### config.mk
export PLATFORM = sky130hd
export DESIGN_NAME = alarm_multi_core
export DESIGN_NICKNAME = d
export VERILOG_FILES = /design/src/rtl/alarm_clock_pkg.sv /design/src/rtl/bcd_time_counter.sv /design/src/rtl/alarm_multi_core.sv
export SDC_FILE = /design/constraint.sdc
export NUM_CORES = 1
export LEC_CHECK = 0
export ABC_AREA = 0
export BUFFER_PORTS_ARGS = -buffer_cell sky130_fd_sc_hd__buf_2
export CAP_MARGIN = 20
export CORE_UTILIZATION = 53
export CTS_BUF_LIST = sky130_fd_sc_hd__clkbuf_8 sky130_fd_sc_hd__clkbuf_16
export DETAILED_ROUTE_END_ITERATION = 16
export PLACE_DENSITY = 0.77
export SETUP_SLACK_MARGIN = 0.05
export SLEW_MARGIN = 10
export SYNTH_ARGS = -nofsm -noshare
export SYNTH_HDL_FRONTEND = slang
export SYNTH_HIERARCHICAL = 1
export SYNTH_SLANG_ARGS = --single-unit
### constraint.sdc
create_clock -name clock -period 3.45 [get_ports clock]
set_clock_uncertainty 0.15 [all_clocks]
set_input_delay 0.8625 -clock clock [delete_from_list [all_inputs] [get_ports clock]]
set_output_delay 0.8625 -clock clock [all_outputs]
set_load 0.02 [all_outputs]
### src/rtl/alarm_clock_pkg.sv
// Shared types, digit limits and the BCD load-validation helper for the alarm clock core.
package alarm_clock_pkg;

   typedef struct packed {
      logic [3:0] hr_ms;
      logic [3:0] hr_ls;
      logic [3:0] min_ms;
      logic [3:0] min_ls;
   } bcd_time_t;

   typedef enum logic [1:0] {
      IDLE    = 2'd0,
      RINGING = 2'd1,
      SNOOZED = 2'd2
   } ring_state_t;

   localparam logic [3:0] MAX_HR_MS      = 4'd2;
   localparam logic [3:0] MAX_HR_LS_AT_2 = 4'd3;
   localparam logic [3:0] MAX_MIN_MS     = 4'd5;
   localparam logic [3:0] MAX_DIGIT      = 4'd9;

   // A time is loadable only if it is a real 24-hour clock reading.
   function automatic logic bcd_time_valid(input bcd_time_t t);
      return ((t.hr_ms < MAX_HR_MS) || ((t.hr_ms == MAX_HR_MS) && (t.hr_ls <= MAX_HR_LS_AT_2)))
             && (t.hr_ls <= MAX_DIGIT) && (t.min_ms <= MAX_MIN_MS) && (t.min_ls <= MAX_DIGIT);
   endfunction

endpackage

### src/rtl/bcd_time_counter.sv
// 24-hour BCD time-of-day register with validated load and minute tick.
// Also exposes the incremented value so the alarm match sees the post-tick time.
module bcd_time_counter
   import alarm_clock_pkg::*;
(
   input  logic      clock,
   input  logic      reset,
   input  logic      tick,
   input  logic      load,
   input  bcd_time_t load_value,
   output bcd_time_t time_value,
   output bcd_time_t time_next
);

   bcd_time_t time_r;

   // BCD increment with minute carry, hour carry and midnight wrap
   always_comb begin
      time_next = time_r;
      if (time_r.min_ls != MAX_DIGIT) begin
         time_next.min_ls = time_r.min_ls + 4'd1;
      end else if (time_r.min_ms != MAX_MIN_MS) begin
         time_next.min_ls = 4'd0;
         time_next.min_ms = time_r.min_ms + 4'd1;
      end else if ((time_r.hr_ms == MAX_HR_MS) && (time_r.hr_ls == MAX_HR_LS_AT_2)) begin
         time_next = bcd_time_t'(16'h0000);
      end else if (time_r.hr_ls != MAX_DIGIT) begin
         time_next.min_ls = 4'd0;
         time_next.min_ms = 4'd0;
         time_next.hr_ls  = time_r.hr_ls + 4'd1;
      end else begin
         time_next.min_ls = 4'd0;
         time_next.min_ms = 4'd0;
         time_next.hr_ls  = 4'd0;
         time_next.hr_ms  = time_r.hr_ms + 4'd1;
      end
   end

   // A load always swallows a same-cycle tick, even when the load itself is rejected
   always_ff @(posedge clock or posedge reset) begin
      if (reset) begin
         time_r <= bcd_time_t'(16'h0000);
      end else if (load) begin
         if (bcd_time_valid(load_value)) begin
            time_r <= load_value;
         end
      end else if (tick) begin
         time_r <= time_next;
      end
   end

   assign time_value = time_r;

endmodule

### src/rtl/alarm_multi_core.sv
// Multi-slot alarm clock core: alarm slots, lowest-index match priority and ring/snooze/stop FSM.
// Snooze support is built only when ALARM_SNOOZE_EN is defined.
module alarm_multi_core
   import alarm_clock_pkg::*;
#(
   parameter int NUM_ALARMS = 4,
   parameter int SNOOZE_MIN = 5,
   parameter int RING_MIN   = 10,
   localparam int AW = (NUM_ALARMS > 1) ? $clog2(NUM_ALARMS) : 1
) (
   input  logic                  clock,
   input  logic                  reset,
   input  logic                  one_minute,
   input  logic                  load_time,
   input  logic [15:0]           new_time,
   input  logic                  load_alarm,
   input  logic [AW-1:0]         alarm_sel,
   input  logic [15:0]           new_alarm,
   input  logic [NUM_ALARMS-1:0] alarm_en,
   input  logic                  snooze,
   input  logic                  stop,
   output logic [15:0]           current_time,
   output logic                  alarm_sound,
   output logic [AW-1:0]         ring_idx,
   output logic                  snoozed
);

   localparam logic [AW:0] SLOT_COUNT = (AW+1)'(NUM_ALARMS);
   localparam logic [5:0]  RING_LIM   = 6'(RING_MIN);

   logic [15:0]           slot_r [NUM_ALARMS];
   bcd_time_t             time_s;
   bcd_time_t             time_next_s;
   logic                  tick_s;
   logic                  slot_wr_s;
   logic                  ring_en_s;
   logic                  stop_s;
   logic [NUM_ALARMS-1:0] match_s;
   logic [AW-1:0]         first_s;
   ring_state_t           state_r;
   ring_state_t           state_n;
   logic [5:0]            cnt_r;
   logic [5:0]            cnt_n;
   logic [AW-1:0]         ring_idx_r;
   logic [AW-1:0]         ring_idx_n;
   logic                  sound_r;

   assign tick_s    = one_minute & ~load_time;
   assign slot_wr_s = load_alarm & bcd_time_valid(bcd_time_t'(new_alarm))
                      & ({1'b0, alarm_sel} < SLOT_COUNT);

   bcd_time_counter u_time (
      .clock      (clock),
      .reset      (reset),
      .tick       (tick_s),
      .load       (load_time),
      .load_value (new_time),
      .time_value (time_s),
      .time_next  (time_next_s)
   );

   // Alarm slot storage
   always_ff @(posedge clock or posedge reset) begin
      if (reset) begin
         for (int i = 0; i < NUM_ALARMS; i++) slot_r[i] <= 16'h0000;
      end else begin
         for (int i = 0; i < NUM_ALARMS; i++) begin
            if (slot_wr_s && (alarm_sel == AW'(i))) slot_r[i] <= new_alarm;
         end
      end
   end

   // Match vector, lowest-index encoder and enable of the slot currently ringing
   always_comb begin
      match_s   = {NUM_ALARMS{1'b0}};
      first_s   = {AW{1'b0}};
      ring_en_s = 1'b0;
      for (int i = NUM_ALARMS - 1; i >= 0; i--) begin
         match_s[i] = tick_s & alarm_en[i] & (slot_r[i] == time_next_s);
         if (match_s[i]) first_s = AW'(i);
         else            first_s = first_s;
         if (ring_idx_r == AW'(i)) ring_en_s = alarm_en[i];
         else                      ring_en_s = ring_en_s;
      end
   end

   // Dropping the enable of the ringing slot behaves exactly like stop
   assign stop_s = stop | ~ring_en_s;

`ifndef ALARM_SNOOZE_EN
   logic snooze_unused_s;
   assign snooze_unused_s = snooze;
`endif

   // Ring FSM next-state logic
   always_comb begin
      state_n    = state_r;
      cnt_n      = cnt_r;
      ring_idx_n = ring_idx_r;
      case (state_r)
         IDLE: begin
            if (|match_s) begin
               state_n    = RINGING;
               ring_idx_n = first_s;
               cnt_n      = 6'd0;
            end else begin
               state_n = IDLE;
            end
         end
         RINGING: begin
            if (stop_s) begin
               state_n = IDLE;
`ifdef ALARM_SNOOZE_EN
            end else if (snooze) begin
               state_n = SNOOZED;
               cnt_n   = 6'd0;
`endif
            end else if (tick_s) begin
               cnt_n = cnt_r + 6'd1;
               if (cnt_n == RING_LIM) state_n = IDLE;
               else                   state_n = RINGING;
            end else begin
               state_n = RINGING;
            end
         end
`ifdef ALARM_SNOOZE_EN
         SNOOZED: begin
            if (stop_s) begin
               state_n = IDLE;
            end else if (tick_s) begin
               if (cnt_r + 6'd1 == 6'(SNOOZE_MIN)) begin
                  state_n = RINGING;
                  cnt_n   = 6'd0;
               end else begin
                  cnt_n = cnt_r + 6'd1;
               end
            end else begin
               state_n = SNOOZED;
            end
         end
`endif
         default: begin
            state_n = IDLE;
            cnt_n   = 6'd0;
         end
      endcase
   end

   // State and registered outputs, decoded from the next state so they align with current_time
   always_ff @(posedge clock or posedge reset) begin
      if (reset) begin
         state_r    <= IDLE;
         cnt_r      <= 6'd0;
         ring_idx_r <= {AW{1'b0}};
         sound_r    <= 1'b0;
      end else begin
         state_r    <= state_n;
         cnt_r      <= cnt_n;
         ring_idx_r <= ring_idx_n;
         sound_r    <= (state_n == RINGING);
      end
   end

`ifdef ALARM_SNOOZE_EN
   logic snoozed_r;

   // Snoozed indicator register
   always_ff @(posedge clock or posedge reset) begin
      if (reset) snoozed_r <= 1'b0;
      else       snoozed_r <= (state_n == SNOOZED);
   end

   assign snoozed = snoozed_r;
`else
   assign snoozed = 1'b0;
`endif

   assign current_time = time_s;
   assign alarm_sound  = sound_r;
   assign ring_idx     = ring_idx_r;

endmodule
==> Word level (Yosys, flattened, before mapping) <==
Cells that the tools add are included.
{ "word_totals": {"regBits": 91, "word_cells": 114, "output_inout_bits": 20, "inputBits": 45} }
{ "classes": {"addsub": 5, "n_bitwise": 13, "n_reduce_logical": 23, "eq_ne": 24, "n_mux": 27, "n_lt_le_gt_ge": 10} }
{ "op_table": {"columns": ["operator", "count"], "rows": [
  ["16-bit equality test", 4],
  ["16-bit two-way mux", 4],
  ["12-bit two-way mux", 2],
  ["6-bit two-way mux", 3],
  ["4-bit by 1-bit adder with 4-bit output, second input constant", 4],
  ["4-bit by 2-bit equality test with 1-bit output, second input constant", 4],
  ["4-bit less-or-equal comparator, second input constant", 4],
  ["8-bit two-way mux", 2],
  ["1-bit logical AND", 13],
  ["2-bit two-way mux", 6],
  ["6-bit case mux with 2 select lines", 1],
  ["1-bit AND", 10],
  ["2-bit by 1-bit equality test with 1-bit output, second input constant", 4],
  ["2-bit equality test, second input constant", 4],
  ["4-bit by 2-bit less-or-equal comparator with 1-bit output, second input constant", 2],
  ["4-bit by 3-bit less-or-equal comparator with 1-bit output, second input constant", 2],
  ["4-bit by 2-bit < comparator with 1-bit output, second input constant", 2],
  ["4-bit two-way mux", 2],
  ["4-bit != test, second input constant", 2],
  ["6-bit by 1-bit adder with 6-bit output, second input constant", 1],
  ["6-bit by 4-bit equality test with 1-bit output, second input constant", 1],
  ["2-bit zero test", 3],
  ["1-bit two-way mux", 6],
  ["2-bit != test, second input constant", 3],
  ["10 further kinds", 13]
]} }

==> Longest topological paths before layout <==
{ "depth": {"word_depth": 11, "ltp_mapped": 14} }

==> Cells and area by module <==
The synthesis kept the hierarchy.
{ "modules_own_cells": {"columns": ["module", "cells_per_inst", "seq_area_each_um2", "area_per_inst_um2", "instances"], "rows": [
  ["alarm_multi_core", 306, 1826.8, 3803.6, 1],
  ["bcd_time_counter", 148, 400.4, 1257.5, 1]
]} }

==> Least setup slack after synthesis <==
No wires, ideal clock.
{ "synth_path": {"kind": "reg-to-reg", "start": "reg u_time.time_r, in the netlist u_time/time_value[2]", "end": "reg cnt_r[5]", "path_buffers": 1, "arrival_time_ns": 3.117, "slack_ns": 0.058, "required_time_ns": 3.175, "period_less_slack_ns": 3.392, "stages_incl_launch_ff": 12, "setup_time_ns": 0.125, "path_cell_list": "dfrtp_1 -> and4bb_2 -> buf_4 -> nand3_4 -> or3_4 -> o21ai_0 -> xor2_1 -> nor4_1 -> nand3_1 -> o311ai_4 -> a21oi_4 -> mux2_4"} }
{ "synth_rtl": {"columns": ["element", "line_no", "rtl"], "rows": [
  ["start: declaration", "bcd_time_counter.sv:15", "bcd_time_t time_r;"],
  ["start signal: assignment", "bcd_time_counter.sv:42", "time_r <= bcd_time_t'(16'h0000);"],
  ["start signal: assignment", "bcd_time_counter.sv:45", "time_r <= load_value;"],
  ["start signal: assignment", "bcd_time_counter.sv:48", "time_r <= time_next;"],
  ["end signal: assignment", "alarm_multi_core.sv:158", "cnt_r <= cnt_n;"],
  ["end: declaration", "alarm_multi_core.sv:42", "logic [5:0] cnt_r;"]
]} }

==> impl_metrics.env <==
export IMPL_drt_total_wl_um=12130
export IMPL_place_ws_ns=-0.05736
export IMPL_peakVddDrop_mv=0.2760
export IMPL_synth_seq_area_share_pct=44.00
export IMPL_rsz0062_at_grt="false"
export IMPL_cp_arrival_ns=3.39
export IMPL_whs_ns=0.3775
export IMPL_final_util_pct=64.79
export IMPL_p_per_area_nw_per_um2=482.7
export IMPL_clkSlewWorstSetupHoldPaths_ns=0.10
export IMPL_startpoint_type="register"
export IMPL_post_route_worst_setup_slack_ns=0.1774
export IMPL_ctsHoldBuffers=0
export IMPL_grt_total_usage_pct=25.90
export IMPL_period_minus_slack_ns=3.273
export IMPL_dr_pass1_iters=4
export IMPL_async_reset_ff_share_pct=100.0
export IMPL_required_ns=3.57
export IMPL_drc=0
export IMPL_place_area_um2=5643
export IMPL_vias=3916
export IMPL_ys_flop_type="dfrtp_1"
export IMPL_gp_congestion=0.9327
export IMPL_drv_cap=0
export IMPL_grt_max_degree=30
export IMPL_avgRoutedWirePerCell_um=17.81
export IMPL_yosys_warnings=6
export IMPL_grt_overflow_total=0
export IMPL_nNetsFinal=598
export IMPL_p_total_mw=2.890
export IMPL_grt_pass1_wl_um=19570
export IMPL_avgSynthCellArea_um2=11.15
export IMPL_clockRootBuffer="clkbuf_8"
export IMPL_fmax_ghz=0.3056
export IMPL_syn_to_final_growth_pct=18.29
export IMPL_cts_buffers_inserted=9
export IMPL_layout_drive_gt1_share_pct=37.32
export IMPL_crit_type="reg -> reg"
export IMPL_stdcell_area_um2=5987
export IMPL_dp_hpwl_um=8702
export IMPL_io_pins=65
export IMPL_period_share_pct=94.86
export IMPL_core_area_um2=9240
export IMPL_syn_nets=505
export IMPL_report_final_slew_viol_count=0
export IMPL_portBuffers=62
export IMPL_place_inst=659
export IMPL_die_h_um=99.72
export IMPL_cp_end_kind="register"
export IMPL_synth_edf_count=0
export IMPL_cts_buffer_depth=2
export IMPL_synth_seq_cells=89
export IMPL_initial_core_util_pct=54.77
export IMPL_detail_route_iter0_violations=227
export IMPL_cts_htree_levels=3
export IMPL_syn_instance_count=454
export IMPL_cts_tree="done"
export IMPL_setup_tns_ns=0
export IMPL_yosysUniqueCellTypes=67
export IMPL_tightest_slew_ns=0.7060
export IMPL_fp_dieW_um=99.72
export IMPL_relSlewSlack_pct=52.60
export IMPL_p_leak_nw=2.893
export IMPL_setup_violations=0
export IMPL_die_area_um2=9944
export IMPL_num_rows=35
export IMPL_clk_latency_ns=0.37
export IMPL_synth_area_um2=5061
export IMPL_antenna_diode_count=0
export IMPL_vias_per_cell=5.750
export IMPL_grt_pass1_vias=3803
export IMPL_hold_class="reg -> reg"
export IMPL_fin_cells=681
export IMPL_outcome="finished clean"
export IMPL_clock_sinks=89
export IMPL_cp_max_fo=6
export IMPL_postRouteAntennaNets=0
export IMPL_grt_antenna_before_repair=0
export IMPL_hold_viol_final=0
## layout by cell type, fill, tap and decap left out, types with 3 or more instances in the layout
master / synthesis / routed
dfrtp_1: 89 / 88
buf_2: 5 / 62
mux2_2: 54 / 54
buf_4: 5 / 36
xnor2_1: 36 / 35
xor2_1: 34 / 34
o21ai_0: 23 / 20
nand2_1: 18 / 18
nor2_1: 14 / 14
nor2b_1: 13 / 13
inv_1: 15 / 13
nand3_1: 14 / 13
a21oi_1: 11 / 11
nand4_1: 9 / 9
clkbuf_8: 0 / 9
a22o_1: 9 / 8
mux2i_1: 7 / 7
nor3_1: 7 / 6
nor4_2: 1 / 5
and2_1: 6 / 5
and3_1: 5 / 4
nand2b_1: 5 / 4
ha_1: 6 / 4
inv_2: 1 / 3
a21o_1: 3 / 3
inv_6: 0 / 3
a31oi_1: 3 / 3
o22ai_1: 4 / 3
## path summary, 6_finish.rpt
| check | start | end | slack (ns) | depth (start not counted) |
|---|---|---|---|---|
| max in group asynchronous | reset | slot_r[22]$_DFFE_PP0P_ | 1.98 | 3 |
| max | u_time/time_value[9]$_DFFE_PP0P_ | cnt_r[5]$_DFFE_PP0P_ | 0.18 | 14 |
| min reg2reg | slot_r[14]$_DFFE_PP0P_ | slot_r[14]$_DFFE_PP0P_ | 0.38 | 1 |
| max reg2reg | u_time/time_value[9]$_DFFE_PP0P_ | cnt_r[5]$_DFFE_PP0P_ | 0.18 | 14 |
| min | slot_r[14]$_DFFE_PP0P_ | slot_r[14]$_DFFE_PP0P_ | 0.38 | 1 |
| min in group asynchronous | reset | slot_r[57]$_DFFE_PP0P_ | 0.42 | 2 |
## logic make-up (layout without fill, tap and decap cells)
logic type	after synthesis	after routing	synth area share [%]
and+or+nand+nor	116	116	14.12
buffers and inverters	33	131	3.535
AOI/OAI and AO/OA	77	77	10.98
adders and majority gates	6	6	1.483
muxes	62	62	13.70
xor gates and xnor gates	70	70	12.11
other	1	1	0.07409
DFF	89	89	44.01
## routing by layer
| metal | vias to the layer above | global-route usage, % | part of all wire, % |
|---|---|---|---|
| met4 | 0 | 9.502 | 2.3 |
| li1 | 1811 | - | - |
| met1 | 1952 | 36.29 | 45 |
| met5 | - | 0 | 0 |
| met3 | 23 | 4.849 | 4.5 |
| met2 | 130 | 40.21 | 48 |
## report_power, final
group | switching (mW) | internal [mW] | total (mW)
clock network | 0.407 | 0.343 | 0.749
logic | 0.527 | 0.404 | 0.932
registers | 0.0797 | 1.13 | 1.21
total | 1.01 | 1.88 | 2.89
## sequential cells by signal, indices dropped and copies added, names as in the netlist
signal / cells
u_time/time_value: 16
alarm_sound: 1
cnt_r: 6
slot_r: 64
ring_idx: 2
## what timing repair did
item,in CTS,in global routing
gates cloned,0,0
setup endpoints to repair,5,8
resized for setup,3,22
setup buffers,0,6
pin swaps,0,7
## cells in the mapped netlist (2+ instances only)
cell type / instances / share of area [%]
a211o_1: 2 / 0.35
a21o_1: 3 / 0.44
a21oi_1: 11 / 1.1
a22o_1: 9 / 1.6
a31oi_1: 3 / 0.37
and2_1: 6 / 0.74
and3_1: 5 / 0.62
buf_2: 5 / 0.49
buf_4: 5 / 0.74
buf_6: 4 / 0.89
clkbuf_1: 2 / 0.15
dfrtp_1: 89 / 44
ha_1: 6 / 1.5
inv_1: 15 / 1.1
mux2_2: 54 / 12
mux2i_1: 7 / 1.4
nand2_1: 18 / 1.3
nand2b_1: 5 / 0.62
nand3_1: 14 / 1.4
nand4_1: 9 / 1.1
nand4b_1: 2 / 0.35
nor2_1: 14 / 1.0
nor2b_1: 13 / 1.6
nor3_1: 7 / 0.69
nor4_1: 7 / 0.87
o2111ai_1: 2 / 0.35
o211ai_1: 2 / 0.30
o21ai_0: 23 / 2.3
o22ai_1: 4 / 0.49
o31ai_1: 2 / 0.30
o32ai_1: 2 / 0.35
xnor2_1: 36 / 6.2
xor2_1: 34 / 5.9
## cell type report
class	count	area, um^2
Multi-Input combinational cell	332	2751
Clock inverter	7	77.57
Tap cell	129	161.4
Fill cell	715	3253
Clock buffer	9	123.9
Timing Repair Buffer	98	580.6
Inverter	17	63.81
Sequential cell	89	2228
## critical path, cell delays in order, from the launching register on
cell,delay [ns]
dfrtp_1,0.43
inv_2,0.07
ha_2,0.18
and3_4,0.20
or3_4,0.43
o21ai_2,0.12
buf_4,0.14
buf_4,0.12
xor2_1,0.08
nor4_2,0.31
nand3_1,0.18
o2bb2a_4,0.27
o311ai_4,0.10
a21oi_4,0.09
mux2_4,0.31
Note: power is estimated with default switching activity, not from simulation.
